<file path="src/rtl/tpu_result_drain.sv">
// ============================================================================
// tpu_result_drain : reads result rows from the results SRAM and serializes
// them lane-group by lane-group onto a valid/ready stream, lane 0 first.
// Revision: 1.0
// ============================================================================
`default_nettype none

module tpu_result_drain #(
  parameter int ADDRESSSIZE    = 10,
  parameter int MATRIX_SIZE    = 64,
  parameter int PARTIAL_SUM_BW = 24,
  parameter int LANES_PER_BEAT = 4,
  parameter int WORDSIZE       = PARTIAL_SUM_BW * MATRIX_SIZE
) (
  input  logic                                     clk,
  input  logic                                     rstn,
  input  logic                                     start,
  input  logic [ADDRESSSIZE-1:0]                   base_addr,
  input  logic [ADDRESSSIZE:0]                     row_count,
  output logic                                     sram_rd_en,
  output logic [ADDRESSSIZE-1:0]                   sram_rd_addr,
  input  logic [WORDSIZE-1:0]                      sram_rd_data,
  output logic                                     out_valid,
  input  logic                                     out_ready,
  output logic [PARTIAL_SUM_BW*LANES_PER_BEAT-1:0] out_data,
  output logic                                     out_last_beat,
  output logic                                     out_last,
  output logic                                     busy,
  output logic                                     done
);

  localparam int c_beats  = MATRIX_SIZE / LANES_PER_BEAT;
  localparam int c_beat_w = PARTIAL_SUM_BW * LANES_PER_BEAT;
  localparam int c_bidx_w = (c_beats > 1) ? $clog2(c_beats) : 1;
  localparam logic [c_bidx_w-1:0]    c_last_beat = c_bidx_w'(c_beats - 1);
  localparam logic [c_bidx_w-1:0]    c_bidx_one  = c_bidx_w'(1);
  localparam logic [ADDRESSSIZE:0]   c_row_one   = (ADDRESSSIZE+1)'(1);

  typedef enum logic [2:0] {
    S_IDLE = 3'd0,
    S_READ = 3'd1,
    S_WAIT = 3'd2,
    S_SEND = 3'd3,
    S_FIN  = 3'd4
  } state_t;

  state_t                  state_q, state_d;
  logic [ADDRESSSIZE-1:0]  base_q, base_d;
  logic [ADDRESSSIZE:0]    count_q, count_d;
  logic [ADDRESSSIZE:0]    row_idx_q, row_idx_d;
  logic [c_bidx_w-1:0]     beat_idx_q, beat_idx_d;
  logic [WORDSIZE-1:0]     row_q, row_d;

  logic [c_beat_w-1:0]     w_beats [c_beats];
  logic                    w_last_beat;
  logic                    w_last_row;

  genvar g;
  generate
    for (g = 0; g < c_beats; g++) begin : g_beat
      assign w_beats[g] = row_q[g*c_beat_w +: c_beat_w];
    end
  endgenerate

  assign w_last_beat = (beat_idx_q == c_last_beat);
  assign w_last_row  = (row_idx_q == (count_q - c_row_one));
  assign busy        = (state_q != S_IDLE);

  always_ff @(posedge clk or negedge rstn) begin
    if (!rstn) begin
      state_q    <= S_IDLE;
      base_q     <= '0;
      count_q    <= '0;
      row_idx_q  <= '0;
      beat_idx_q <= '0;
      row_q      <= '0;
    end else begin
      state_q    <= state_d;
      base_q     <= base_d;
      count_q    <= count_d;
      row_idx_q  <= row_idx_d;
      beat_idx_q <= beat_idx_d;
      row_q      <= row_d;
    end
  end

  always_comb begin
    state_d       = state_q;
    base_d        = base_q;
    count_d       = count_q;
    row_idx_d     = row_idx_q;
    beat_idx_d    = beat_idx_q;
    row_d         = row_q;
    sram_rd_en    = 1'b0;
    sram_rd_addr  = '0;
    out_valid     = 1'b0;
    out_data      = '0;
    out_last_beat = 1'b0;
    out_last      = 1'b0;
    done          = 1'b0;

    case (state_q)
      S_IDLE: begin
        if (start) begin
          if (row_count == '0) begin
            state_d = S_FIN;
          end else begin
            base_d    = base_addr;
            count_d   = row_count;
            row_idx_d = '0;
            state_d   = S_READ;
          end
        end
      end
      S_READ: begin
        // Address arithmetic wraps at the SRAM depth.
        sram_rd_en   = 1'b1;
        sram_rd_addr = base_q + row_idx_q[ADDRESSSIZE-1:0];
        state_d      = S_WAIT;
      end
      S_WAIT: begin
        row_d      = sram_rd_data;
        beat_idx_d = '0;
        state_d    = S_SEND;
      end
      S_SEND: begin
        out_valid     = 1'b1;
        out_data      = w_beats[beat_idx_q];
        out_last_beat = w_last_beat;
        out_last      = w_last_beat && w_last_row;
        if (out_ready) begin
          if (!w_last_beat) begin
            beat_idx_d = beat_idx_q + c_bidx_one;
          end else if (w_last_row) begin
            state_d = S_FIN;
          end else begin
            row_idx_d = row_idx_q + c_row_one;
            state_d   = S_READ;
          end
        end
      end
      S_FIN: begin
        done    = 1'b1;
        state_d = S_IDLE;
      end
      default: state_d = S_IDLE;
    endcase
  end

endmodule

`default_nettype wire

</file>
<file path="config.mk">
export PLATFORM = sky130hd
export DESIGN_NAME = tpu_result_drain
export DESIGN_NICKNAME = d
export VERILOG_FILES = /design/src/rtl/tpu_result_drain.sv
export SDC_FILE = /design/constraint.sdc
export NUM_CORES = 2
export LEC_CHECK = 0
export ABC_AREA = 1
export BUFFER_PORTS_ARGS = -buffer_cell sky130_fd_sc_hd__buf_2
export CORE_AREA = 2 2 655 657
export DETAILED_ROUTE_END_ITERATION = 10
export DIE_AREA = 0 0 657 659
export PLACE_DENSITY = 0.32
export SLEW_MARGIN = 0
export SYNTH_ARGS = -nofsm -noshare
export SYNTH_HDL_FRONTEND = slang
export SYNTH_SLANG_ARGS = --single-unit
</file>
<file path="constraint.sdc">
create_clock -name clk -period 2.2 [get_ports clk]
set_input_delay 0.44 -clock clk [delete_from_list [all_inputs] [get_ports clk]]
set_output_delay 0.44 -clock clk [all_outputs]
set_load 0.005 [all_outputs]
</file>
==> metrics list <==
* Smallest setup slack after layout: -1.663 ns
* Synth top area cells: sky130_fd_sc_hd__dfrtp_1 (54%), sky130_fd_sc_hd__nand2_1 (25%), sky130_fd_sc_hd__o21ai_0 (5.3%), sky130_fd_sc_hd__nor2_1 (4.2%), sky130_fd_sc_hd__o22ai_1 (2.0%)
* Summed instance area of the synthesized netlist: 73000 sq um
* Final-report hold violation count: 0
- In this run the vertical extent of the chip is 659 um.
- The sequential cells in the finished layout cover a total of 39430 sq um.
* Clk Latency, worst-skew pair: 0.92 ns
* Aggregate global-route resource usage: 22.07%
- Number of buffers inserted during clock tree synthesis: 209
- Critical setup path kind: reg -> out
- For this block, the via count after detailed routing is 83650.
- Fraction of the yosys area taken by sequential cells: 53.99%
- The kind of cell with the highest combined delay along the critical path is compound AO/OA/AOI/OAI gates.
- Number of buffer and inverter stages on the critical path: 6
* Number of buffers inserted by port buffering: 1672
- Dividing total power by cell area gives a power density of 1537 nW/um^2.
- Number of fillers in the final layout: 45960
- Arrival time of data at the critical path endpoint: 3.42 ns
* Post-layout instance count excluding filler cells: 19330
- After global routing the overflow that remains totals 0.
* Number of antenna violations at the first check in global routing: 209
- Crit path max fanout: 10
- Number of antenna-violating nets in the routed design: 0
- The final reports fail on setup timing.
* Count of synthesis-stage warnings from yosys: 0
- For this design the static power due to leakage is 61.73 nW.
- The first global-routing pass estimated 681100 um of wire.
- Die width: 657 um
- Final weighted congestion in routability-driven placement: 0.9066
* Max Buffers Root-to-Sink: 4
* Setup repair after global routing missed its margin: true
- The largest single stage delay on the critical path is 0.58 ns.
* Number of slew-limit violations in the final report: 0
- Before antenna repair, the detailed router went through 7 iterations.
- The worst setup path is launched from a register.
* Maximum achievable frequency: 258.9 MHz
- Total Wirelength: 495400 um
* Most common cell in the synthesized netlist: sky130_fd_sc_hd__nand2_1
- Finish-stage setup viols: 1663
- Period utilization: 175.6%
- The number of nets handed over by synthesis was 11070.
- Data on the critical path is required at its endpoint by 1.76 ns.
- Leading register cell type out of synthesis: sky130_fd_sc_hd__dfrtp_1
- Of all cell types, the one taking the most synthesized area is sky130_fd_sc_hd__dfrtp_1.
- Core ar.: 425800 sq um
- Worst setup slack after placement: -1.347 ns
* Most common library cells after synthesis: sky130_fd_sc_hd__nand2_1 (4898), sky130_fd_sc_hd__dfrtp_1 (1575), sky130_fd_sc_hd__nor2_1 (820), sky130_fd_sc_hd__o21ai_0 (778), sky130_fd_sc_hd__clkbuf_1 (310)
- Post-Syn Area per Cell: 7.684 sq um
- Final-stage net count: 14960
- Cells after synthesis: 9500
* Level count of the clock H-tree: 4
- Largest clock skew in the final design: 0.05830 ns
- The multi-input combinational cells in the finished layout cover a total of 33660 sq um.
- Residual DRC: 0
- Hold WC Path Type: in -> async
- CTS tree: built
- After synthesis, the share of flip-flops with an asynchronous set or reset is 100.0%.
- Flop and latch count out of synthesis: 1575
- Buffer type at the clock tree root: sky130_fd_sc_hd__clkbuf_16
- Entering global routing, the biggest net connects 104 pins.
- Worst ir drop on vdd: 0.7517 mV
- The die covers 433000 sq um.
- Instance count after placement with tap cells included: 17080
* Top cell type's share of synthesized area: 53.99%
* Sequence of cells on the critical path: buf_16 > buf_12 > buf_6 > buf_12 > buf_6 > o21ai_2 > o22ai_1 > o211ai_1 > a31oi_4 > buf_6
* Clock sink count: 1575
- The HPWL after detailed placement is 373000 um.
* Status: finished, violations left
- Worst slew margin: 47.74%
* Number of global-route vias before repair: 87280
- Effective utilization at floorplan: 17.14%
* Layout cell share with drive strength beyond 1: 26.58%
- Top cell by count, worst path: sky130_fd_sc_hd__buf_6
* Clock-pin slew on the worst setup and hold paths: 0.06 ns
* Netlist cell types: 40
- Relative to the synthesized area, the layout overhead comes to 72.21%.
- Row generation in the floorplan step produced 240 rows.
- DRC marker count from the first detailed-route iteration: 5672
- Dividing the detail-routed via count by the number of cells gives 4.327.
* Critical Path Sink Type: output port
- The smallest clock period supported by the final layout is computed as 3.863 ns.
- At the pin with the least slew margin, the transition time is 0.7805 ns.
- After detailed routing, the average wire length per cell comes to 25.63 um.
- Across the run, the number of max-cap violations was 0.
- The synthesized design contains 0 enable-type register cells.
- CP max-delay cell: sky130_fd_sc_hd__o211ai_1
* Number of top-level pins: 1673
[layout by cell type, fill, tap and decap left out, drive strengths merged]
cell type    instances
xnor2                4
clkbuf             328
nor4                 2
bufbuf              11
a21oi               25
o221ai             153
o21a                 1
nor3b                3
and3                 1
clkinvlp             5
nand4               14
a21o                 1
dlygate4sd3       1558
dfrtp             1575
a211oi               2
nand3               85
diode               94
inv                 62
nor2               823
o211ai              39
or2                  1
o22ai              232
nor3                 6
nand2             4900
buf               2748
xor2                 8
bufinv              14
o21bai               1
o21ai              778
mux2                12
clkinv              45
o2111ai              1
a31oi               98
ha                  12
fa                   1
[worst paths after layout]
path	from	endpoint	slack (ns)	cells past startpoint
setup / recovery	beat_idx_q[0]	out_data[67]	-1.66	10
hold / removal	rstn	row_q[1158]	0.09	2
setup reg to reg	beat_idx_q[1]	row_q[1137]	-0.52	16
hold reg to reg	row_q[910]	row_q[910]	0.46	2
max in group asynchronous	rstn	row_q[248]	1.02	4
min in group clk	start	count_q[9]	0.12	4
[per-stage QoR]
step                      TNS, ns  utilization, %  hold slack (ns)  instance area [sq um]  power, W
after global placement    -465.22           22.25           0.3948                  94740    0.1398
final                     -624.49           29.52          0.09391                 125700    0.1932
after global routing      -880.85           29.51          0.06712                 125600    0.2066
after floorplan                 0               -           0.1444                  73010   0.09086
after CTS                 -707.64           29.08          0.01140                 123800    0.1930
after detailed placement  -462.29           22.25           0.3958                  94740    0.1397
[power by group]
group / leakage [nW] / total [W] / internal, W / switching [W]
Sequential: 19.4 / 0.0532 / 0.0435 / 0.00969
Clock: 3.48 / 0.0359 / 0.0211 / 0.0148
Combinational: 38.8 / 0.104 / 0.0420 / 0.0621
Total: 61.7 / 0.193 / 0.107 / 0.0866
[sequential cells by signal, summed over array words and instances (netlist names)]
name	count
count_q	11
state_q	3
base_q	10
row_idx_q	11
beat_idx_q	4
row_q	1536
[per-layer routing]
| metal | vias up | share of wire (%) | global-route usage [%] |
|---|---|---|---|
| met5 | - | 0.079 | 0 |
| met4 | 64 | 4.9 | 9.316 |
| met3 | 903 | 4.4 | 2.853 |
| met2 | 2773 | 46 | 36.30 |
| met1 | 41590 | 44 | 29.08 |
| li1 | 38320 | - | - |
[final cells by class]
class,count,area share [%]
Antenna cell,94,0.1871
Clock buffer,308,4.921
Clock inverter,70,0.6987
Inverter,55,0.2070
Multi-Input combinational cell,7203,26.77
Sequential cell,1575,31.36
Tap cell,5687,5.660
Timing Repair Buffer,4337,30.18
Timing Repair inverter,1,0.006967
[what timing repair did]
item	4_1_cts	5_1_grt
buffers inserted	153	46
hold buffers	1558	0
pin swaps	193	144
gates resized for setup	876	327
setup endpoints to repair	1661	1666
hold endpoints to repair	2248	0
gates cloned	43	17
[cell families after synthesis]
family | count (synthesis) | share of synthesized area, %
AO/OA/AOI/OAI | 1331 | 10.64
AND/OR/NAND/NOR | 5835 | 30.27
multiplexers | 12 | 0.1851
buffers and inverters | 722 | 4.537
XOR/XNOR | 12 | 0.1440
flip-flops | 1575 | 53.99
adder cells (fa/ha/maj) | 13 | 0.2331
Power figures use the tool's default switching activity.
